$ cat src/rtl/if_fetch_stage.sv
`default_nettype none
// ============================================================================
// Module   : if_fetch_stage
// Purpose  : RV32I instruction fetch: PC register, next-PC select, IF/ID register
// Revision : 1.0 - initial release
// ============================================================================
module if_fetch_stage #(
    parameter logic [31:0] RESET_PC = 32'h0000_0000,
    parameter logic [31:0] NOP_INST = 32'h0000_0013
) (
    input  logic        clk,
    input  logic        rst_n,
    input  logic        stall,
    input  logic        pred_jump,
    input  logic [31:0] pred_pc,
    input  logic        redirect,
    input  logic [31:0] redirect_pc,
    output logic [31:0] irom_addr,
    input  logic [31:0] irom_inst,
    output logic [31:0] id_pc,
    output logic [31:0] id_pc4,
    output logic [31:0] id_inst,
    output logic        id_valid,
    output logic [31:0] fetch_cnt,
    output logic [31:0] flush_cnt
);

    // Only word-aligned fetch is possible, so the low two bits are never stored.
    logic [29:0] pc_word;

    assign irom_addr = {pc_word, 2'b00};

    always_ff @(posedge clk or negedge rst_n) begin
        if (!rst_n) begin
            pc_word   <= RESET_PC[31:2];
            id_pc     <= 32'd0;
            id_pc4    <= 32'd0;
            id_inst   <= NOP_INST;
            id_valid  <= 1'b0;
            fetch_cnt <= 32'd0;
            flush_cnt <= 32'd0;
        end else if (redirect) begin
            pc_word   <= redirect_pc[31:2];
            id_pc     <= 32'd0;
            id_pc4    <= 32'd0;
            id_inst   <= NOP_INST;
            id_valid  <= 1'b0;
            flush_cnt <= flush_cnt + 32'd1;
        end else if (!stall) begin
            if (pred_jump && id_valid) begin
                // Squash the sequential fetch that followed the jump.
                pc_word   <= pred_pc[31:2];
                id_pc     <= 32'd0;
                id_pc4    <= 32'd0;
                id_inst   <= NOP_INST;
                id_valid  <= 1'b0;
                flush_cnt <= flush_cnt + 32'd1;
            end else begin
                pc_word   <= pc_word + 30'd1;
                id_pc     <= irom_addr;
                id_pc4    <= irom_addr + 32'd4;
                id_inst   <= irom_inst;
                id_valid  <= 1'b1;
                fetch_cnt <= fetch_cnt + 32'd1;
            end
        end
    end

endmodule
`default_nettype wire

$ cat config.mk
export PLATFORM = sky130hd
export DESIGN_NAME = if_fetch_stage
export DESIGN_NICKNAME = d
export VERILOG_FILES = /design/src/rtl/if_fetch_stage.sv
export SDC_FILE = /design/constraint.sdc
export NUM_CORES = 1
export LEC_CHECK = 0
export ABC_AREA = 1
export BUFFER_PORTS_ARGS = -buffer_cell sky130_fd_sc_hd__clkbuf_2
export CAP_MARGIN = 20
export CORE_ASPECT_RATIO = 1.4
export CORE_UTILIZATION = 56
export CTS_CLUSTER_DIAMETER = 40
export CTS_CLUSTER_SIZE = 14
export DETAILED_ROUTE_END_ITERATION = 7
export MAX_ROUTING_LAYER = met4
export PLACE_DENSITY = 0.88
export REMOVE_ABC_BUFFERS = 1
export SYNTH_ARGS = -nofsm -noshare
export SYNTH_HDL_FRONTEND = slang
export SYNTH_SLANG_ARGS = --single-unit
export TNS_END_PERCENT = 10
$ cat constraint.sdc
create_clock -name clk -period 4 [get_ports clk]
set_input_delay 0.4 -clock clk [delete_from_list [all_inputs] [get_ports clk]]
set_output_delay 0.4 -clock clk [all_outputs]
set_load 0.02 [all_outputs]
Word-level counts from Yosys, hierarchy flattened
Cells that the tools add are included.
{ "op_classes": {"eq_ne": 1, "n_shift": 0, "addsub": 4, "order_cmp": 0, "bitwise_logic": 3, "reduce_logical": 4, "div": 0, "muxes": 18, "n_mul": 0} }
{ "op_table": {"columns": ["operator", "count"], "rows": [
  ["32-bit 2-to-1 mux", 12],
  ["30-bit 2-to-1 mux", 3],
  ["32-bit by 1-bit adder with 32-bit output (second input constant)", 2],
  ["32-bit by 3-bit adder with 32-bit output (second input constant)", 1],
  ["30-bit by 1-bit adder with 30-bit output (second input constant)", 1],
  ["1-bit 2-to-1 mux", 3],
  ["1-bit inverter", 3],
  ["3-bit AND reduction", 1],
  ["2-bit by 1-bit != test with 1-bit output (second input constant)", 1],
  ["2-bit AND reduction", 1],
  ["2-bit nonzero test", 1],
  ["1-bit logical AND", 1]
]} }
{ "word_totals": {"word_cells": 37, "ramBits": 0, "input_bits": 101, "romBits": 0, "mem_count": 0, "output_inout_bits": 193, "regBits": 191, "latchBits": 0} }

Depth between registers and ports, before layout
Gate-level depths: netlist of the first run.
{ "logic_depth": {"ltp_word": 4, "ltp_mapped": 10, "mapped_depth_nobuf": 10} }

Worst setup path before layout of the first run
No wires, ideal clock.
{ "synth_timing": {"path_type": "register to register", "start": "register pc_word[1]", "end": "register pc_word[16]", "t_arrival_ns": 1.541, "setup_time_ns": 0.117, "t_required_ns": 3.883, "synth_period_minus_slack_ns": 1.658, "path_buffers": 0, "stages_incl_launch_ff": 10, "slack_ns": 2.342, "path_cell_list": "dfrtp_1 ha_1 nand2_1 nor2_2 nand2_2 nor2_1 xor2_1 nand2_1 nand2_1 nand2_1"} }
{ "synth_via": {"elab_chain_len": 4} }
{ "synth_lines": {"columns": ["item", "line_no", "text"], "rows": [
  ["start, declared", "29", "logic [29:0] pc_word;"],
  ["start signal, assigned", "35", "pc_word <= RESET_PC[31:2];"],
  ["start signal, assigned", "43", "pc_word <= redirect_pc[31:2];"],
  ["start signal, assigned", "52", "pc_word <= pred_pc[31:2];"],
  ["30-bit by 1-bit adder with 30-bit output", "59", "pc_word <= pc_word + 30'd1;"],
  ["30-bit 2-to-1 mux", "50", "if (pred_jump && id_valid) begin"],
  ["30-bit 2-to-1 mux", "49", "end else if (!stall) begin"],
  ["30-bit 2-to-1 mux", "42", "end else if (redirect) begin"]
]} }
Every way passes these cells. The select of a mux whose other input is x is not followed.
A chain may end at the register's enable or synchronous reset.

Final worst setup path of the first run
{ "layout_timing": {"start": "register id_valid", "end": "register fetch_cnt[22]"} }
{ "layout_via": {"elab_chain_len": 3} }
{ "layout_lines": {"columns": ["item", "line_no", "text"], "rows": [
  ["start, declared", "23", "output logic id_valid,"],
  ["start signal, assigned", "39", "id_valid <= 1'b0;"],
  ["start signal, assigned", "47", "id_valid <= 1'b0;"],
  ["start signal, assigned", "56", "id_valid <= 1'b0;"],
  ["1-bit logical AND", "50", null],
  ["1-bit inverter (no source line)", null, null],
  ["3-bit AND reduction (no source line)", null, null],
  ["end signal, assigned", "64", "fetch_cnt <= fetch_cnt + 32'd1;"],
  ["end, declared", "24", "output logic [31:0] fetch_cnt,"]
]} }
Every way passes these cells.

==> impl_metrics.env, run 1 <==
export IMPL_grt_pass1_wl_um=43600
export IMPL_dpl_hpwl_um=20000
export IMPL_grt_max_degree=118
export IMPL_synthesis_area_um2=9620
export IMPL_final_max_slew_viol_count=0
export IMPL_status="complete, no violations"
export IMPL_dr_first_iter_drc_count=626
export IMPL_antenna_found_initial=0
export IMPL_yosysSeqAreaShare_pct=48.7
export IMPL_hp_class="in2async"
export IMPL_die_h_um=157
export IMPL_syn_avg_cell_area_um2=7.88
export IMPL_yosys_warnings=0
export IMPL_yosysUniqueCellTypes=44
export IMPL_clock_sinks=187
export IMPL_critPathLaunch="id_valid"
export IMPL_synthCells=1220
export IMPL_finalCritPeriodShare_pct=76.7
export IMPL_n_antenna_cell=0
export IMPL_grt_pass1_vias=9029
export IMPL_synth_async_reset_ratio_pct=100
export IMPL_rsz0062_at_grt="false"
export IMPL_path_clk_slew_ns=0.07
export IMPL_dr_pass1_iters=5
export IMPL_rr_worst_depth=8
export IMPL_startpoint_type="flip-flop"
export IMPL_crit_arrival_ns=3.39
export IMPL_setup_viol=0
export IMPL_finalInstanceArea_um2=11700
export IMPL_seq_area_um2=4680
export IMPL_wire_per_inst_um=16.2
export IMPL_h_tree_depth=4
export IMPL_endpoint="fetch_cnt[22]"
export IMPL_synth_seq_cells=187
export IMPL_clockBufferDepth=2
export IMPL_die_area_um2=17700
export IMPL_r2r_end="fetch_cnt[22]"
export IMPL_cts_buffers=17
export IMPL_cts_tree="yes"
export IMPL_crit_path_end_kind="flip-flop"
export IMPL_multi_input_area_um2=4320
export IMPL_track_usage_pct=32.9
export IMPL_synthSimpleGateAreaFrac_pct=31.1
export IMPL_fin_nets=1596
export IMPL_cts_hold_buf=0
export IMPL_syn_to_final_growth_pct=22.0
export IMPL_fin_skew_ns=0.0135
export IMPL_power_per_cell_area_nw_per_um2=410
export IMPL_drc=0
export IMPL_via_per_inst=5.45
export IMPL_place_inst=1676
export IMPL_peakVddDrop_mv=0.243
export IMPL_synth_fa_ha_area_share_pct=0.390
export IMPL_drive_gt1_share_pct=24.3
export IMPL_wirelength_um=27700
export IMPL_final_cells=1708
export IMPL_fin_crit_ns=3.07
export IMPL_max_cap_violations=0
export IMPL_final_common_cell="nand2_1"
export IMPL_start_util_pct=57.4
export IMPL_io_buffers=283
export IMPL_p_leak_nw=6.31
export IMPL_route_antenna_remaining_nets=0
export IMPL_grt_ovfl_total=0
export IMPL_cts_root_buffer="clkbuf_16"
export IMPL_synth_mux_area_share_pct=0
export IMPL_r2r_slack_ns=0.93
export IMPL_yosysTopAreaCell="dfrtp_1"
export IMPL_synth_area_leaders="dfrtp_1 (48%), nand2_1 (16%), nor2_1 (5.5%)"
export IMPL_rows=56
export IMPL_fmax_ghz=0.326
export IMPL_die_w_um=113
export IMPL_yosys_area_share_xor_xnor_pct=5.01
export IMPL_most_common_layout_cells="nand2_1 (404), clkbuf_2 (282), dfrtp_1 (184)"
export IMPL_finalHoldViolCount=0
export IMPL_critPathRequiredTime_ns=4.32
export IMPL_ys_flop_type="dfrtp_1"
export IMPL_crit_fanout=51
export IMPL_io_pins=294
export IMPL_crit_type="reg2reg"
export IMPL_worst_slew_pin_slew_ns=0.928
export IMPL_clk_latency_ns=0.44
export IMPL_vias=9315
export IMPL_max_slew_margin_pct=38.2
export IMPL_gp_congestion=0.959
export IMPL_synth_top_family_by_area="simple AND/OR/NAND/NOR gates"
export IMPL_post_cts_resized=0
export IMPL_final_fill_count=1352
export IMPL_post_cts_setup_buffers=0
export IMPL_synth_compound_area_share_pct=8.17
export IMPL_synth_edff_count=0
export IMPL_placed_area_um2=11200
export IMPL_fin_tns_setup_ns=0
export IMPL_core_area_um2=16700
export IMPL_yosys_area_top_type_share_pct=47.9
export IMPL_r2r_start="id_valid"
[critical path, stage by stage (launching register included)]
cell and delay, ns:
dfrtp_1 0.40, nand2_2 0.54, nand3_4 0.71, clkinv_2 0.61, nand2_4 0.16, nor2_4 0.21
nand2_2 0.10, xor2_1 0.16, inv_1 0.05
[logic make-up (layout without fill, tap and decap cells)]
| kind of cell | Yosys count | after routing |
|---|---|---|
| simple gates | 694 | 694 |
| flops | 187 | 187 |
| buf+inv | 156 | 436 |
| compound gates | 124 | 124 |
| xor+xnor | 55 | 55 |
| fa+ha+maj | 3 | 3 |
| other cells | 1 | 6 |
[state kept, by name, summed over array words and instances, names as in the netlist]
register	cells
id_valid	1
id_pc	30
pc_word	30
id_inst	32
flush_cnt	32
id_pc4	30
fetch_cnt	32
[layout make-up]
class,count,area share (%)
Clock buffer,19,3.69
Clock inverter,13,1.12
Inverter,113,3.66
Multi-Input combinational cell,882,36.8
Sequential cell,187,39.9
Tap cell,203,2.16
Timing Repair Buffer,291,12.7
[metrics by stage]
stage | setup WS, ns | power, mW | hold slack [ns] | utilization (%)
after floorplan | 0.882 | 2.76 | 0.104 | -
after global placement | 0.913 | 3.14 | 0.463 | 66.7
after detailed placement | 0.888 | 3.17 | 0.469 | 66.7
after CTS | 0.965 | 4.82 | 0.128 | 70.1
after global routing | 0.739 | 4.99 | 0.163 | 70.1
final | 0.931 | 4.81 | 0.0670 | 70.1
[report_power, final]
part           total, mW  leakage [nW]  switching (mW)  internal (mW)
combinational      0.907          3.59           0.612          0.296
clock               1.67         0.277           0.792          0.877
sequential          2.23          2.45           0.182           2.05
[how the worst min path moves through the flow]
stage,endpoint,slack [ns],cells past startpoint
after CTS,fetch_cnt[10],0.13,1
after global placement,id_pc4[19],0.46,2
final,fetch_cnt[16],0.07,1
after global routing,id_inst[13],0.16,2
after floorplan,fetch_cnt[0],0.10,0
after detailed placement,id_pc4[19],0.47,2
[per-layer routing]
layer	GRT usage (%)	vias to the layer above	share of wire [%]
met4	21.6	0	4.8
met2	55.6	445	51
met1	35.5	4367	37
li1	-	4402	-
met5	-	-	0
met3	5.81	101	6.3
[cell usage after synthesis, types with 3 or more instances]
master,number
xnor2_1,22
o21bai_1,5
xor2_1,33
buf_2,13
nor3_1,16
nand3b_1,8
nand3_1,66
dfrtp_1,184
o21ai_1,3
nand2_4,3
nor2_4,9
o211ai_1,3
buf_4,7
nand2_2,7
nand3_2,4
clkbuf_1,21
nor2_2,4
dfstp_2,3
ha_1,3
nand2_1,405
nor2_1,141
and2_1,6
nand4_1,18
o21ai_0,72
a22o_1,32
inv_1,109
No activity file was read; power rests on OpenSTA's default activity.
==> inputs of run 2 (changes only) <==
--- a/config.mk
+++ b/config.mk
@@ -5,16 +5,16 @@
 export SDC_FILE = /design/constraint.sdc
 export NUM_CORES = 1
 export LEC_CHECK = 0
-export ABC_AREA = 1
+export ABC_AREA = 0
 export BUFFER_PORTS_ARGS = -buffer_cell sky130_fd_sc_hd__clkbuf_2
 export CAP_MARGIN = 20
 export CORE_ASPECT_RATIO = 1.4
-export CORE_UTILIZATION = 56
+export CORE_UTILIZATION = 45
 export CTS_CLUSTER_DIAMETER = 40
 export CTS_CLUSTER_SIZE = 14
 export DETAILED_ROUTE_END_ITERATION = 7
 export MAX_ROUTING_LAYER = met4
-export PLACE_DENSITY = 0.88
+export PLACE_DENSITY = 0.78
 export REMOVE_ABC_BUFFERS = 1
 export SYNTH_ARGS = -nofsm -noshare
 export SYNTH_HDL_FRONTEND = slang
==> constraint.sdc (replaced) <==
create_clock -name clk -period 2.7 [get_ports clk]
set_input_delay 0.27 -clock clk [delete_from_list [all_inputs] [get_ports clk]]
set_output_delay 0.27 -clock clk [all_outputs]
set_load 0.02 [all_outputs]
==> run 2 against run 1 <==
- register-to-register slack worse by 0.61 ns
- cell count is 24% lower
- area after synthesis is 14% lower
- total power is 47% higher
- fmax is 29% higher
- flip-flop and latch count stayed put
- sequential power is 48% higher
- cell area is 9.4% lower
- critical endpoint is now pc_word[24]
==> impl_metrics.env, run 2 <==
export IMPL_hold_end="pc_word[9]"
export IMPL_clk_latency_ns=0.43
export IMPL_max_slew_margin_pct=52.9
export IMPL_setup_viol=0
export IMPL_rr_worst_depth=6
export IMPL_status="complete, no violations"
export IMPL_antenna_found_initial=1
export IMPL_fin_nets=1156
export IMPL_hold_slack_ns=0.0540
export IMPL_final_fill_count=1603
export IMPL_peakVddDrop_mv=0.409
export IMPL_wirelength_um=24500
export IMPL_synth_seq_cells=187
export IMPL_syn_avg_cell_area_um2=10.7
export IMPL_crit_type="reg2reg"
export IMPL_yosysUniqueCellTypes=47
export IMPL_crit_slowest_cell="or4_1"
export IMPL_power_per_cell_area_nw_per_um2=667
export IMPL_synth_async_reset_ratio_pct=100
export IMPL_post_route_util_pct=59.1
export IMPL_finalInstanceArea_um2=10600
export IMPL_final_common_cell="clkbuf_2"
export IMPL_grt_pass1_wl_um=37900
export IMPL_rows=58
export IMPL_finalCritPeriodShare_pct=88.2
export IMPL_die_h_um=163
export IMPL_hp_class="in2reg"
export IMPL_synthesis_area_um2=8290
export IMPL_reg_top3="fetch_cnt (32), flush_cnt (32), id_inst (32)"
export IMPL_critPathRequiredTime_ns=3.00
export IMPL_multi_input_area_um2=3360
export IMPL_worst_slew_pin_slew_ns=0.701
export IMPL_cpPeakStageDelay_ns=0.61
export IMPL_cp_cell_sequence="ha_1, nand4_1, or4_1, nor4_4, xnor2_1, o221ai_2"
export IMPL_max_cap_violations=0
export IMPL_wire_per_inst_um=18.7
export IMPL_yosysMostFrequentCell="dfrtp_1"
export IMPL_final_max_slew_viol_count=0
export IMPL_vias=7158
export IMPL_cts_buffers=17
export IMPL_fin_skew_ns=0.0112
export IMPL_crit_path_end_kind="flip-flop"
export IMPL_fmax_ghz=0.420
export IMPL_yosys_area_top_type_share_pct=55.6
export IMPL_core_area_um2=18000
export IMPL_route_antenna_remaining_nets=0
export IMPL_yosysSeqAreaShare_pct=56.5
export IMPL_dr_first_iter_drc_count=435
export IMPL_io_pins=294
export IMPL_drc=0
export IMPL_start_util_pct=46.0
export IMPL_r2r_slack_ns=0.32
export IMPL_p_leak_nw=5.25
export IMPL_seq_area_um2=4680
export IMPL_finalHoldViolCount=0
export IMPL_yosysTopAreaCell="dfrtp_1"
export IMPL_yosys_warnings=0
export IMPL_cts_root_buffer="clkbuf_16"
export IMPL_drive_gt1_share_pct=32.8
export IMPL_synthCells=774
export IMPL_via_per_inst=5.48
export IMPL_track_usage_pct=27.1
export IMPL_cts_tree="yes"
export IMPL_grt_pass1_vias=7117
export IMPL_min_from="redirect_pc[11]"
export IMPL_dr_pass1_iters=6
export IMPL_synth_edff_count=0
export IMPL_grt_max_degree=95
export IMPL_post_cts_resized=0
export IMPL_rsz0062_at_grt="false"
export IMPL_crit_arrival_ns=2.68
export IMPL_syn_to_final_growth_pct=28.3
export IMPL_die_area_um2=19000
export IMPL_h_tree_depth=4
export IMPL_crit_fanout=7
export IMPL_most_common_layout_cells="clkbuf_2 (282), dfrtp_1 (184), nand2_1 (105)"
export IMPL_ys_flop_type="dfrtp_1"
export IMPL_io_buffers=283
export IMPL_grt_ovfl_total=0
export IMPL_clock_sinks=187
export IMPL_clockBufferDepth=2
export IMPL_r2r_start="pc_word[0]"
export IMPL_r2r_end="pc_word[24]"
export IMPL_startpoint_type="flip-flop"
export IMPL_gp_congestion=0.883
export IMPL_fin_crit_ns=2.38
export IMPL_placed_area_um2=10000
export IMPL_dpl_hpwl_um=17600
export IMPL_path_clk_slew_ns=0.07
export IMPL_worstHoldPathCells=3
export IMPL_die_w_um=117
export IMPL_fin_tns_setup_ns=0
export IMPL_synth_area_leaders="dfrtp_1 (56%), a22o_1 (6.0%), xnor2_1 (6.0%)"
export IMPL_synth_common_cells="dfrtp_1 (184), nand2_1 (106), a22o_1 (57), xnor2_1 (57), clkbuf_1 (39)"
## run 2: cell types whose count changed after synthesis, sizes merged, moves of 15 or more
cell    previous run  this run
xnor2             22        57
inv              112        13
o21ai             77        40
nand2            415       106
a22oi              0        19
o221ai             1        16
nor2             154        35
nand3             71        26
a22o              32        57
clkbuf            21        39
## run 2: worst max-delay path by stage
| stage | from | endpoint | slack, ns |
|---|---|---|---|
| finish | pc_word[0] | pc_word[24] | 0.32 |
| global route | pc_word[0] | pc_word[24] | 0.14 |
| CTS | pc_word[0] | pc_word[24] | 0.32 |
| detailed placement | pc_word[0] | pc_word[24] | 0.33 |
| global placement | pc_word[0] | pc_word[24] | 0.38 |
| floorplan | id_valid | fetch_cnt[28] | -1.40 |
## run 2: worst max-delay path: cells and delay by family (launching register included)
kind                       cells  cell delay, ns
xor gates and xnor gates       1            0.20
adders and majority gates      1            0.30
AOI/OAI and AO/OA              1            0.14
and+or+nand+nor                3            1.13
DFF                            1            0.47
## run 2: where the power goes
part	switching [mW]	total, mW	internal, mW
Clock	1.15	2.54	1.39
Sequential	0.277	3.31	3.03
Combinational	0.780	1.24	0.462
Total	2.20	7.09	4.88
## run 2: kinds of logic (layout without fill, tap and decap cells)
group | Yosys count | in the layout | share of synthesized area [%]
AO/OA/AOI/OAI | 164 | 164 | 14.5
XOR/XNOR | 85 | 85 | 8.99
adder cells (fa/ha/maj) | 3 | 3 | 0.453
buffers and inverters | 66 | 352 | 3.32
flip-flops | 187 | 187 | 56.5
multiplexers | 6 | 6 | 0.740
other | 1 | 7 | 0.0453
AND/OR/NAND/NOR | 262 | 262 | 15.4
## run 2: routing by layer
layer	up-vias	GRT usage (%)	share of wire [%]
met5	-	-	0
met4	0	8.86	2.0
met3	33	6.51	6.9
met2	291	44.9	51
met1	3528	32.1	40
li1	3306	-	-
## run 2: repair_timing
action,4_1_cts,5_1_grt
hold buffers,1,0
setup buffers,0,0
hold endpoints to repair,75,0
## run 2: through the flow
step	setup WS, ns	std cells	power [mW]
floorplan	-1.40	726	4.01
global placement	0.383	1272	4.58
detailed placement	0.326	1272	4.61
CTS	0.321	1305	7.14
global route	0.142	1306	7.39
finish	0.320	1306	7.09
## run 2: area by class of cell
class	instances	area share [%]
flip-flops and latches	187	44.1
multi-input cells	526	31.6
repair buffers	307	15.5
clock buffers	18	4.04
well taps	240	2.82
clock inverters	14	1.49
inverters	13	0.459
diodes	1	0.0235
